===== src/rtl/fir_pkg.sv =====
// Shared types and helpers for the FIR tap sequencer: FSM state, default widths, tap-index modulo.
// Combinational helpers only; no timing or flow control.
package fir_pkg;

  localparam int FIR_DW    = 24;
  localparam int FIR_COEFW = 18;

  typedef enum logic {
    IDLE = 1'b0,
    RUN  = 1'b1
  } state_t;

  // (base - k) mod ntaps for 0 <= base, k < ntaps; works for any ntaps, not just powers of two
  function automatic int tap_sub(input int base, input int k, input int ntaps);
    return (base >= k) ? (base - k) : (base + ntaps - k);
  endfunction

endpackage


===== src/rtl/fir_tap_sequencer_if.sv =====
// Sample input stream, paired a/b output streams and coefficient write port of the tap sequencer.
// master = stimulus/consumer side, slave = sequencer side.
interface fir_tap_sequencer_if
  import fir_pkg::*;
#(
  parameter int DW    = FIR_DW,
  parameter int COEFW = FIR_COEFW,
  parameter int AW    = 4
);
  logic signed [DW-1:0]    s_axis_tdata;
  logic                    s_axis_tvalid;
  logic                    s_axis_tready;
  logic signed [DW-1:0]    m_axis_atdata;
  logic                    m_axis_atvalid;
  logic                    m_axis_atready;
  logic                    m_axis_atlast;
  logic signed [COEFW-1:0] m_axis_btdata;
  logic                    m_axis_btvalid;
  logic                    m_axis_btready;
  logic                    coef_wr_en;
  logic [AW-1:0]           coef_wr_addr;
  logic signed [COEFW-1:0] coef_wr_data;

  modport master (
    output s_axis_tdata, s_axis_tvalid, m_axis_atready, m_axis_btready,
           coef_wr_en, coef_wr_addr, coef_wr_data,
    input  s_axis_tready, m_axis_atdata, m_axis_atvalid, m_axis_atlast,
           m_axis_btdata, m_axis_btvalid
  );

  modport slave (
    input  s_axis_tdata, s_axis_tvalid, m_axis_atready, m_axis_btready,
           coef_wr_en, coef_wr_addr, coef_wr_data,
    output s_axis_tready, m_axis_atdata, m_axis_atvalid, m_axis_atlast,
           m_axis_btdata, m_axis_btvalid
  );
endinterface


===== src/rtl/fir_sample_ring.sv =====
// NTAPS-deep circular sample history with one write port and one async read port; tracks wptr and fill.
// Write takes effect at the clock edge; read is combinational; no flow control of its own.
module fir_sample_ring #(
  parameter int DW    = 24,
  parameter int NTAPS = 16,
  parameter int AW    = $clog2(NTAPS)
) (
  input  logic                 clk,
  input  logic                 rst,
  input  logic                 wr_en,
  input  logic signed [DW-1:0] wr_dat,
  input  logic [AW-1:0]        rd_addr,
  output logic signed [DW-1:0] rd_dat,
  output logic [AW-1:0]        wptr,
  output logic [AW:0]          fill
);

  logic signed [DW-1:0] mem [NTAPS];

  // Contents are not reset: stale entries are masked by fill downstream.
  always_ff @(posedge clk) begin
    if (wr_en) mem[wptr] <= wr_dat;
  end

  always_ff @(posedge clk or negedge rst) begin
    if (!rst) begin
      wptr <= '0;
      fill <= '0;
    end else if (wr_en) begin
      wptr <= (wptr == AW'(NTAPS - 1)) ? '0 : wptr + AW'(1);
      if (fill != (AW+1)'(NTAPS)) fill <= fill + (AW+1)'(1);
    end
  end

  assign rd_dat = mem[rd_addr];

endmodule


===== src/rtl/fir_tap_sequencer.sv =====
// Emits NTAPS (x[n-k], h[k]) pairs per accepted sample; pair 0 registered one cycle after accept, one pair/cycle.
// a/b streams handshake independently; a stall on either holds the pair, input ready only while idle.
module fir_tap_sequencer
  import fir_pkg::*;
#(
  parameter int DW    = FIR_DW,
  parameter int COEFW = FIR_COEFW,
  parameter int NTAPS = 16
) (
  input logic           clk,
  input logic           rst,
  fir_tap_sequencer_if.slave bus
);

  localparam int AW = $clog2(NTAPS);
  localparam logic [AW:0] LAST_K = (AW+1)'(NTAPS - 1);

  state_t                  state;
  logic [AW-1:0]           k;
  logic [AW-1:0]           base;
  logic [AW-1:0]           wptr;
  logic [AW-1:0]           rd_addr;
  logic [AW:0]             k_nxt;
  logic [AW:0]             fill;
  logic signed [DW-1:0]    rd_dat;
  logic signed [COEFW-1:0] coef [NTAPS];
  logic                    tready;
  logic                    a_vld;
  logic                    b_vld;
  logic                    a_last;
  logic signed [DW-1:0]    a_dat;
  logic signed [COEFW-1:0] b_dat;
  logic                    accept;
  logic                    a_ok;
  logic                    b_ok;

  assign accept  = tready && bus.s_axis_tvalid;
  assign a_ok    = !a_vld || bus.m_axis_atready;
  assign b_ok    = !b_vld || bus.m_axis_btready;
  assign k_nxt   = {1'b0, k} + (AW+1)'(1);
  assign rd_addr = AW'(tap_sub(int'(base), int'(k_nxt), NTAPS));

  fir_sample_ring #(
    .DW    (DW),
    .NTAPS (NTAPS),
    .AW    (AW)
  ) u_ring (
    .clk     (clk),
    .rst     (rst),
    .wr_en   (accept),
    .wr_dat  (bus.s_axis_tdata),
    .rd_addr (rd_addr),
    .rd_dat  (rd_dat),
    .wptr    (wptr),
    .fill    (fill)
  );

  always_ff @(posedge clk or negedge rst) begin
    if (!rst) begin
      state  <= IDLE;
      k      <= '0;
      base   <= '0;
      tready <= 1'b0;
      a_vld  <= 1'b0;
      b_vld  <= 1'b0;
      a_last <= 1'b0;
      a_dat  <= '0;
      b_dat  <= '0;
      for (int i = 0; i < NTAPS; i++) coef[i] <= '0;
    end else begin
      if (bus.coef_wr_en && (int'(bus.coef_wr_addr) < NTAPS))
        coef[bus.coef_wr_addr] <= bus.coef_wr_data;

      unique case (state)
        IDLE: begin
          tready <= 1'b1;
          if (accept) begin
            // The new sample is not in the ring until this edge, so pair 0 takes it straight from the input.
            tready <= 1'b0;
            base   <= wptr;
            k      <= '0;
            a_dat  <= bus.s_axis_tdata;
            b_dat  <= coef[0];
            a_last <= 1'b0;
            a_vld  <= 1'b1;
            b_vld  <= 1'b1;
            state  <= RUN;
          end
        end
        RUN: begin
          if (a_vld && bus.m_axis_atready) a_vld <= 1'b0;
          if (b_vld && bus.m_axis_btready) b_vld <= 1'b0;
          if (a_ok && b_ok) begin
            if ({1'b0, k} == LAST_K) begin
              state  <= IDLE;
              tready <= 1'b1;
              a_last <= 1'b0;
            end else begin
              k      <= k_nxt[AW-1:0];
              a_dat  <= (k_nxt < fill) ? rd_dat : '0;
              b_dat  <= coef[k_nxt[AW-1:0]];
              a_last <= (k_nxt == LAST_K);
              a_vld  <= 1'b1;
              b_vld  <= 1'b1;
            end
          end
        end
        default: state <= IDLE;
      endcase
    end
  end

  assign bus.s_axis_tready  = tready;
  assign bus.m_axis_atdata  = a_dat;
  assign bus.m_axis_atvalid = a_vld;
  assign bus.m_axis_atlast  = a_last;
  assign bus.m_axis_btdata  = b_dat;
  assign bus.m_axis_btvalid = b_vld;

endmodule

===== src/flat_wrapper.sv =====
// flat-port wrapper written by rule: the top's interface ports become plain ports
module fir_tap_sequencer_flat import fir_pkg::*;
#(
  parameter int DW    = FIR_DW,
  parameter int COEFW = FIR_COEFW,
  parameter int NTAPS = 16
)
  (clk, rst, bus_s_axis_tdata, bus_s_axis_tvalid, bus_m_axis_atready, bus_m_axis_btready, bus_coef_wr_en, bus_coef_wr_addr, bus_coef_wr_data, bus_s_axis_tready, bus_m_axis_atdata, bus_m_axis_atvalid, bus_m_axis_atlast, bus_m_axis_btdata, bus_m_axis_btvalid);
  fir_tap_sequencer_if #(.DW(DW), .COEFW(COEFW)) bus_i ();
  input logic clk;
  input logic rst;
  input wire logic [$bits(bus_i.s_axis_tdata)-1:0] bus_s_axis_tdata;
  input wire logic [$bits(bus_i.s_axis_tvalid)-1:0] bus_s_axis_tvalid;
  input wire logic [$bits(bus_i.m_axis_atready)-1:0] bus_m_axis_atready;
  input wire logic [$bits(bus_i.m_axis_btready)-1:0] bus_m_axis_btready;
  input wire logic [$bits(bus_i.coef_wr_en)-1:0] bus_coef_wr_en;
  input wire logic [$bits(bus_i.coef_wr_addr)-1:0] bus_coef_wr_addr;
  input wire logic [$bits(bus_i.coef_wr_data)-1:0] bus_coef_wr_data;
  output wire logic [$bits(bus_i.s_axis_tready)-1:0] bus_s_axis_tready;
  output wire logic [$bits(bus_i.m_axis_atdata)-1:0] bus_m_axis_atdata;
  output wire logic [$bits(bus_i.m_axis_atvalid)-1:0] bus_m_axis_atvalid;
  output wire logic [$bits(bus_i.m_axis_atlast)-1:0] bus_m_axis_atlast;
  output wire logic [$bits(bus_i.m_axis_btdata)-1:0] bus_m_axis_btdata;
  output wire logic [$bits(bus_i.m_axis_btvalid)-1:0] bus_m_axis_btvalid;
  assign bus_i.s_axis_tdata = bus_s_axis_tdata;
  assign bus_i.s_axis_tvalid = bus_s_axis_tvalid;
  assign bus_i.m_axis_atready = bus_m_axis_atready;
  assign bus_i.m_axis_btready = bus_m_axis_btready;
  assign bus_i.coef_wr_en = bus_coef_wr_en;
  assign bus_i.coef_wr_addr = bus_coef_wr_addr;
  assign bus_i.coef_wr_data = bus_coef_wr_data;
  assign bus_s_axis_tready = bus_i.s_axis_tready;
  assign bus_m_axis_atdata = bus_i.m_axis_atdata;
  assign bus_m_axis_atvalid = bus_i.m_axis_atvalid;
  assign bus_m_axis_atlast = bus_i.m_axis_atlast;
  assign bus_m_axis_btdata = bus_i.m_axis_btdata;
  assign bus_m_axis_btvalid = bus_i.m_axis_btvalid;
  fir_tap_sequencer #(.DW(DW), .COEFW(COEFW), .NTAPS(NTAPS)) u_core (.clk(clk), .rst(rst), .bus(bus_i));
endmodule

===== config.mk =====
export PLATFORM = sky130hd
export DESIGN_NAME = fir_tap_sequencer_flat
export DESIGN_NICKNAME = d
export VERILOG_FILES = /design/src/rtl/fir_pkg.sv /design/src/rtl/fir_tap_sequencer_if.sv /design/src/rtl/fir_sample_ring.sv /design/src/rtl/fir_tap_sequencer.sv /design/src/flat_wrapper.sv
export SDC_FILE = /design/constraint.sdc
export NUM_CORES = 1
export LEC_CHECK = 0
export CAP_MARGIN = 20
export CORE_MARGIN = 5
export CORE_UTILIZATION = 35
export CTS_BUF_LIST = sky130_fd_sc_hd__clkbuf_8 sky130_fd_sc_hd__clkbuf_16
export DETAILED_ROUTE_END_ITERATION = 10
export HOLD_SLACK_MARGIN = 0.1
export REMOVE_ABC_BUFFERS = 1
export SLEW_MARGIN = 5
export SYNTH_ARGS = -nofsm -noshare
export SYNTH_HDL_FRONTEND = slang
export SYNTH_HIERARCHICAL = 1
export SYNTH_SLANG_ARGS = --single-unit
export TNS_END_PERCENT = 100

===== constraint.sdc =====
create_clock -name clk -period 3.7 [get_ports clk]
set_input_delay 0.555 -clock clk [delete_from_list [all_inputs] [get_ports clk]]
set_output_delay 0.555 -clock clk [all_outputs]
set_load 0.02 [all_outputs]

# After elaboration in Yosys (flattened, before gate mapping)
# Memory sizes are Yosys's and may differ from the RTL's.
# Cells that the tools add are included.
[totals] ff_bits=352 ram_bits=384 inputBits=52 output_inout_bits=46 elab_cells=107 memories=1
[memory_table] name="u_core.u_ring.mem" depth=16 width=24 read_ports=1 rd_clocked_by_memory_dff=0 write_ports=1 line="fir_sample_ring.sv:18" source="logic signed [DW-1:0] mem [NTAPS];"
[op_classes] n_addsub=6 n_lt_le_gt_ge=5 eq_ne=8 mux=43 bitwise=3 n_reduce_logical=14
[op_table] operator="bitwise mux 288 bit" count=1
[op_table] operator="two-way mux 18 bit" count=6
[op_table] operator="two-way mux 24 bit" count=4
[op_table] operator="binary-select mux 18 bit (select 4 bit)" count=1
[op_table] operator="demux 18 bit (select 4 bit)" count=1
[op_table] operator="case mux 24 bit (2 select lines)" count=1
[op_table] operator="case mux 18 bit (2 select lines)" count=1
[op_table] operator="two-way mux 4 bit" count=5
[op_table] operator="two-way mux 1 bit" count=17
[op_table] operator=">= comparator 5 bit (second input constant)" count=2
[op_table] operator="NOT 4 -> 5 bit" count=2
[op_table] operator="case mux 1 bit (2 select lines)" count=5
[op_table] operator="adder 4 x 1 -> 4 bit (second input constant)" count=2
[op_table] operator="== test 4 bit (second input constant)" count=2
[op_table] operator="case mux 4 bit (2 select lines)" count=1
[op_table] operator="AND reduction 2 bit" count=4
[op_table] operator="subtractor 4 bit" count=2
[op_table] operator="inequality test 2 bit (second input constant)" count=3
[op_table] operator="adder 4 x 1 -> 5 bit (second input constant)" count=1
[op_table] operator="adder 5 x 1 -> 5 bit (second input constant)" count=1
[op_table] operator="== test 5 x 4 -> 1 bit (second input constant)" count=1
[op_table] operator=">= comparator 4 x 5 -> 1 bit" count=1
[op_table] operator="logical AND 1 bit" count=5
[op_table] operator="less-than comparator 5 x 1 -> 1 bit (second input constant)" count=1
[op_table] operator="7 further kinds" count=9

# Longest topological paths before layout
[logic_depth] depth_word=8 ltp_mapped=17 mapped_depth_nobuf=12

# Modules after synthesis
# Netlist, hierarchy kept.
[modules_own_cells] mod="fir_tap_sequencer" n_inst=1 cells_each=1215 area_each_um2=16492.1 seq_area_each_um2=8583.2
[modules_own_cells] mod="fir_sample_ring" n_inst=1 cells_each=659 area_each_um2=14920.6 seq_area_each_um2=11756.3

# Least setup slack after synthesis
# Ideal clock, no wire load.
[synth_path] kind="flip-flop to flip-flop" startpoint="register u_core.k[0]" endpoint="register u_core.a_dat[3] (netlist: u_core/bus.m_axis_atdata[3])" setup_ns=0.083 arrival_time_ns=3.417 t_required_ns=3.617 slack_ns=0.201 stages_incl_launch_ff=18 n_path_buf=5 synth_period_minus_slack_ns=3.499 path_cell_list="dfrtp_1 -> buf_6 -> buf_12 -> buf_6 -> inv_1 -> ha_1 -> ha_1 -> a21o_1 -> maj3_1 -> xnor2_1 -> nor2b_1 -> clkbuf_1 -> clkbuf_1 -> a22oi_1 -> nand2_1 -> nand2_1 -> a221o_1 -> o21ai_0"
[synth_via] elab_chain_len=8 elab_cells_between_ends=14 classes_between="3 x add/sub; 2 x order compare; 2 x eq/ne; 5 x mux; 1 x reduce/logical; 1 x memory"
[synth_lines] item="start: declaration" line="fir_tap_sequencer.sv:19" source="logic [AW-1:0] k;"
[synth_lines] item="start signal: assignment" line="fir_tap_sequencer.sv:99" source="k <= k_nxt[AW-1:0];"
[synth_lines] item="adder 4 x 1 -> 5 bit (*)" line="fir_tap_sequencer.sv:40" source="assign k_nxt = {1'b0, k} + (AW+1)'(1);"
[synth_lines] item="subtractor 4 bit / >= comparator 4 x 5 -> 1 bit (equally long branches)" line="fir_pkg.sv:15" source="return (base >= k) ? (base - k) : (base + ntaps - k);"
[synth_lines] item="two-way mux 4 bit (*)" line="fir_pkg.sv:15"
[synth_lines] item="named net u_core.rd_addr[3]" line="fir_tap_sequencer.sv:22" source="logic [AW-1:0] rd_addr;"
[synth_lines] item="memory (16 x 24 bit) (*)"
[synth_lines] item="named net u_core.rd_dat[3]" line="fir_tap_sequencer.sv:25" source="logic signed [DW-1:0] rd_dat;"
[synth_lines] item="two-way mux 24 bit (*)" line="fir_tap_sequencer.sv:100" source="a_dat <= (k_nxt < fill) ? rd_dat : '0;"
[synth_lines] item="two-way mux 24 bit (*)" line="fir_tap_sequencer.sv:94" source="if ({1'b0, k} == LAST_K) begin"
[synth_lines] item="two-way mux 24 bit (*)" line="fir_tap_sequencer.sv:93" source="if (a_ok && b_ok) begin"
[synth_lines] item="case mux 24 bit (2 select lines) (*)" line="fir_tap_sequencer.sv:74" source="unique case (state)"
[synth_lines] item="end signal: assignment" line="fir_tap_sequencer.sv:82" source="a_dat <= bus.s_axis_tdata;"
[synth_lines] item="end signal: assignment" line="fir_tap_sequencer.sv:100"
[synth_lines] item="end: declaration" line="fir_tap_sequencer.sv:31" source="logic signed [DW-1:0] a_dat;"
# Mark *: on every way through the listed nets, which the timed path passes. The rest lies on a longest branch. The select of a mux whose other input is x is not followed.
# A chain may end at the register's enable or synchronous reset.

# Worst setup path after layout
[layout_path] startpoint="register u_core.k[0]" endpoint="register u_core.a_dat[20] (netlist: u_core/bus.m_axis_atdata[20])"
# The elaborated chain is that of the path after synthesis.

==> out/qor.yml <==
worst_pin_slew_ns: 0.878
syn_inst: 1874
p_per_area_nw_per_um2: 935
min_path_type: "flip-flop to flip-flop"
status: "finished clean"
ant_nets: 0
required_ns: 4.20
fin_nets: 2056
cts_buffers: 77
yosysUniqueCellTypes: 50
path_clk_slew_ns: 0.06
cp_data_arrival_time_ns: 3.85
period_share_pct: 90.4
cp-startpoint: "u_core/k[0]"
clock_sinks: 736
setup_slack_ns: 0.354
via_count: 17700
rsz0062_at_grt: "no"
final_util_pct: 41.0
grtUsageTotal_pct: 16.9
dp_hpwl_um: 45600
final_hold_viol_count: 0
synth_ff_type: "edfxtp_1"
synth_edf_count: 384
htreeDepth: 3
drtIter0Drc: 1278
synthesis.area_um2: 31400
p_int_mw: 21.7
p_seq_share_pct: 32.1
drc: 0
initial_core_util_pct: 35.4
startpoint_type: "flip-flop"
core_um2: 88800
yosysSeqAreaShare_pct: 64.7
setup_viol_count_final: 0
die_area_um2: 95800
drive_gt1_share_pct: 32.1
p_comb_share_pct: 46.8
final_cell_mix: "edfxtp_1, dfrtp_1, mux2_2"
wirelength_um: 81000
num_io_pins: 98
clockPowerShare_pct: 21.1
final.min_clock_period_ns: 3.35
leakagePower_nw: 13.6
grt_antenna_before_repair: 5
r2r_start: "u_core/k[0]"
postCtsSetupRepairBufs: 0
finalClockSkew_ns: 0.0266
row_count: 109
crit_path_end_kind: "flip-flop"
relSlewSlack_pct: 41.5
worst-path-max-fanout: 35
timing.fmax_ghz: 0.299
fill_cells: 7910
wl_per_cell_um: 25.2
grt_first_pass_wirelength_um: 122000
p_switching_mw: 12.4
cts_tree: "done"
gp_congestion: 0.754
ys_ff_latch: 736
clk-insertion-delay-late_ns: 0.61
drv_cap: 0
yosysWarnings: 6
die_h_um: 310
grt_start_max_net_pins: 84
switching_share_pct: 36.3
area_growth_pct: 16.0
place_inst: 3076
clock_path_buffers: 3
synth_area_per_cell_um2: 16.8
dr.pass1.iters: 5
mostFrequentLayoutCell: "edfxtp_1"
overflow: 0
peakVddDrop_mv: 1.23
portBuffers: 97
worstSetupPathType: "flip-flop to flip-flop"
slew_violations: 0
hold_start: "u_core/coef[7]"
holdWs_ns: 0.497
die_w_um: 310
synthArstFlopShare_pct: 47.8
grt_pass1_vias: 18900
place_ws_ns: 0.375
root_buffer: "clkbuf_16"
final_cells: 3214
vias_per_cell: 5.51
per-stage QoR:
| step | total power, mW | TNS [ns] | instance area, um2 |
|---|---|---|---|
| floorplan | 19.9 | -161.73 | 30700 |
| global placement | 26.9 | 0 | 34100 |
| detailed placement | 27.1 | 0 | 34100 |
| CTS | 34.5 | 0 | 36400 |
| global route | 36.0 | 0 | 36400 |
| finish | 34.1 | 0 | 36400 |
registers in the layout, indices dropped and copies added, names as in the netlist:
register and cells:
u_core/state 1, u_core/bus.m_axis_atdata 24, u_core/bus.m_axis_atlast 1, u_core/k 4, u_core/base 4, u_core/bus.m_axis_atvalid 1, u_core/u_ring/wptr 4, u_core/bus.m_axis_btvalid 1
u_core/bus.s_axis_tready 1, u_core/u_ring/fill 5, u_core/bus.m_axis_btdata 18, u_core/u_ring/mem 384, u_core/coef 288
power groups by stage:
stage	clock (mW)	combinational [mW]	sequential, mW
finish	7.20	15.9	10.9
global route	7.76	17.2	11.1
CTS	7.40	16.1	11.0
detailed placement	0	16.0	11.1
global placement	0	15.9	11.0
floorplan	0	8.69	11.2
logic make-up (layout without fill, tap and decap cells):
| group | Yosys count | in the layout | synth area share [%] |
|---|---|---|---|
| buffers and inverters | 179 | 352 | 2.83 |
| DFF | 736 | 736 | 64.7 |
| AOI/OAI and AO/OA | 196 | 196 | 4.86 |
| other | 0 | 2 | 0 |
| muxes | 457 | 457 | 22.6 |
| xor gates and xnor gates | 13 | 13 | 0.362 |
| adders and majority gates | 14 | 14 | 0.574 |
| and+or+nand+nor | 279 | 279 | 3.99 |
timing repair:
item	CTS	global route
hold buffers	1	0
resized for setup	0	0
endpoints found under the hold margin	76	0
synth_stat cells (all sizes together) (2+ instances only):
cell type	count	area share [%]
o211ai	24	0.57
or3	3	0.060
nand3	31	0.49
buf	76	1.6
dfrtp	352	28
edfxtp	384	37
xor2	2	0.056
a22oi	66	1.6
nor3b	2	0.048
clkbuf	63	0.76
nor3	3	0.048
o21ai	34	0.54
a21o	4	0.096
mux4	168	12
nor2b	3	0.060
and2	2	0.040
inv	40	0.48
nand2	167	2.0
mux2	289	10
nand3b	2	0.048
ha	12	0.48
a221oi	19	0.55
nor2	24	0.33
xnor2	11	0.31
nand2b	35	0.70
nand4	3	0.060
a221o	42	1.3
area by class of cell:
| class | instances | area (um2) | area share, % |
|---|---|---|---|
| flip-flops and latches | 736 | 20300 | 55.8 |
| multi-input cells | 959 | 10300 | 28.4 |
| clock buffers | 86 | 2060 | 5.66 |
| repair buffers | 177 | 1780 | 4.88 |
| well taps | 1165 | 1460 | 4.00 |
| clock inverters | 49 | 287 | 0.786 |
| inverters | 40 | 155 | 0.426 |
| diodes | 2 | 5.00 | 0.0137 |
per-layer routing:
layer / up-vias / wire (um) / GRT usage (%)
met4: 4 / 2270 / 4.91
met1: 9510 / 33300 / 22.1
li1: 7494 / - / -
met2: 542 / 41000 / 29.1
met5: - / 21 / 0
met3: 159 / 4500 / 2.96
critical path, stage by stage, from the launching register on:
cell	delay [ns]
dfrtp_4	0.41
buf_4	0.60
nand3_1	0.33
xor2_2	0.24
xnor2_1	0.15
xnor2_1	0.32
nor2b_2	0.26
buf_12	0.23
a22oi_1	0.12
nand2_1	0.08
nand2_1	0.06
a221o_1	0.26
o21ai_0	0.19
path summary, 6_finish.rpt:
check | end | slack (ns) | cells past startpoint
worst min-delay path | u_core/coef[7] | 0.50 | 1
min in group asynchronous | u_core/coef[121] | 0.55 | 2
worst min register to register | u_core/coef[7] | 0.50 | 1
max in group asynchronous | u_core/state | 2.12 | 3
worst max-delay path | u_core/bus.m_axis_atdata[20] | 0.35 | 12
worst max register to register | u_core/bus.m_axis_atdata[20] | 0.35 | 12
Power figures use the tool's default switching activity.
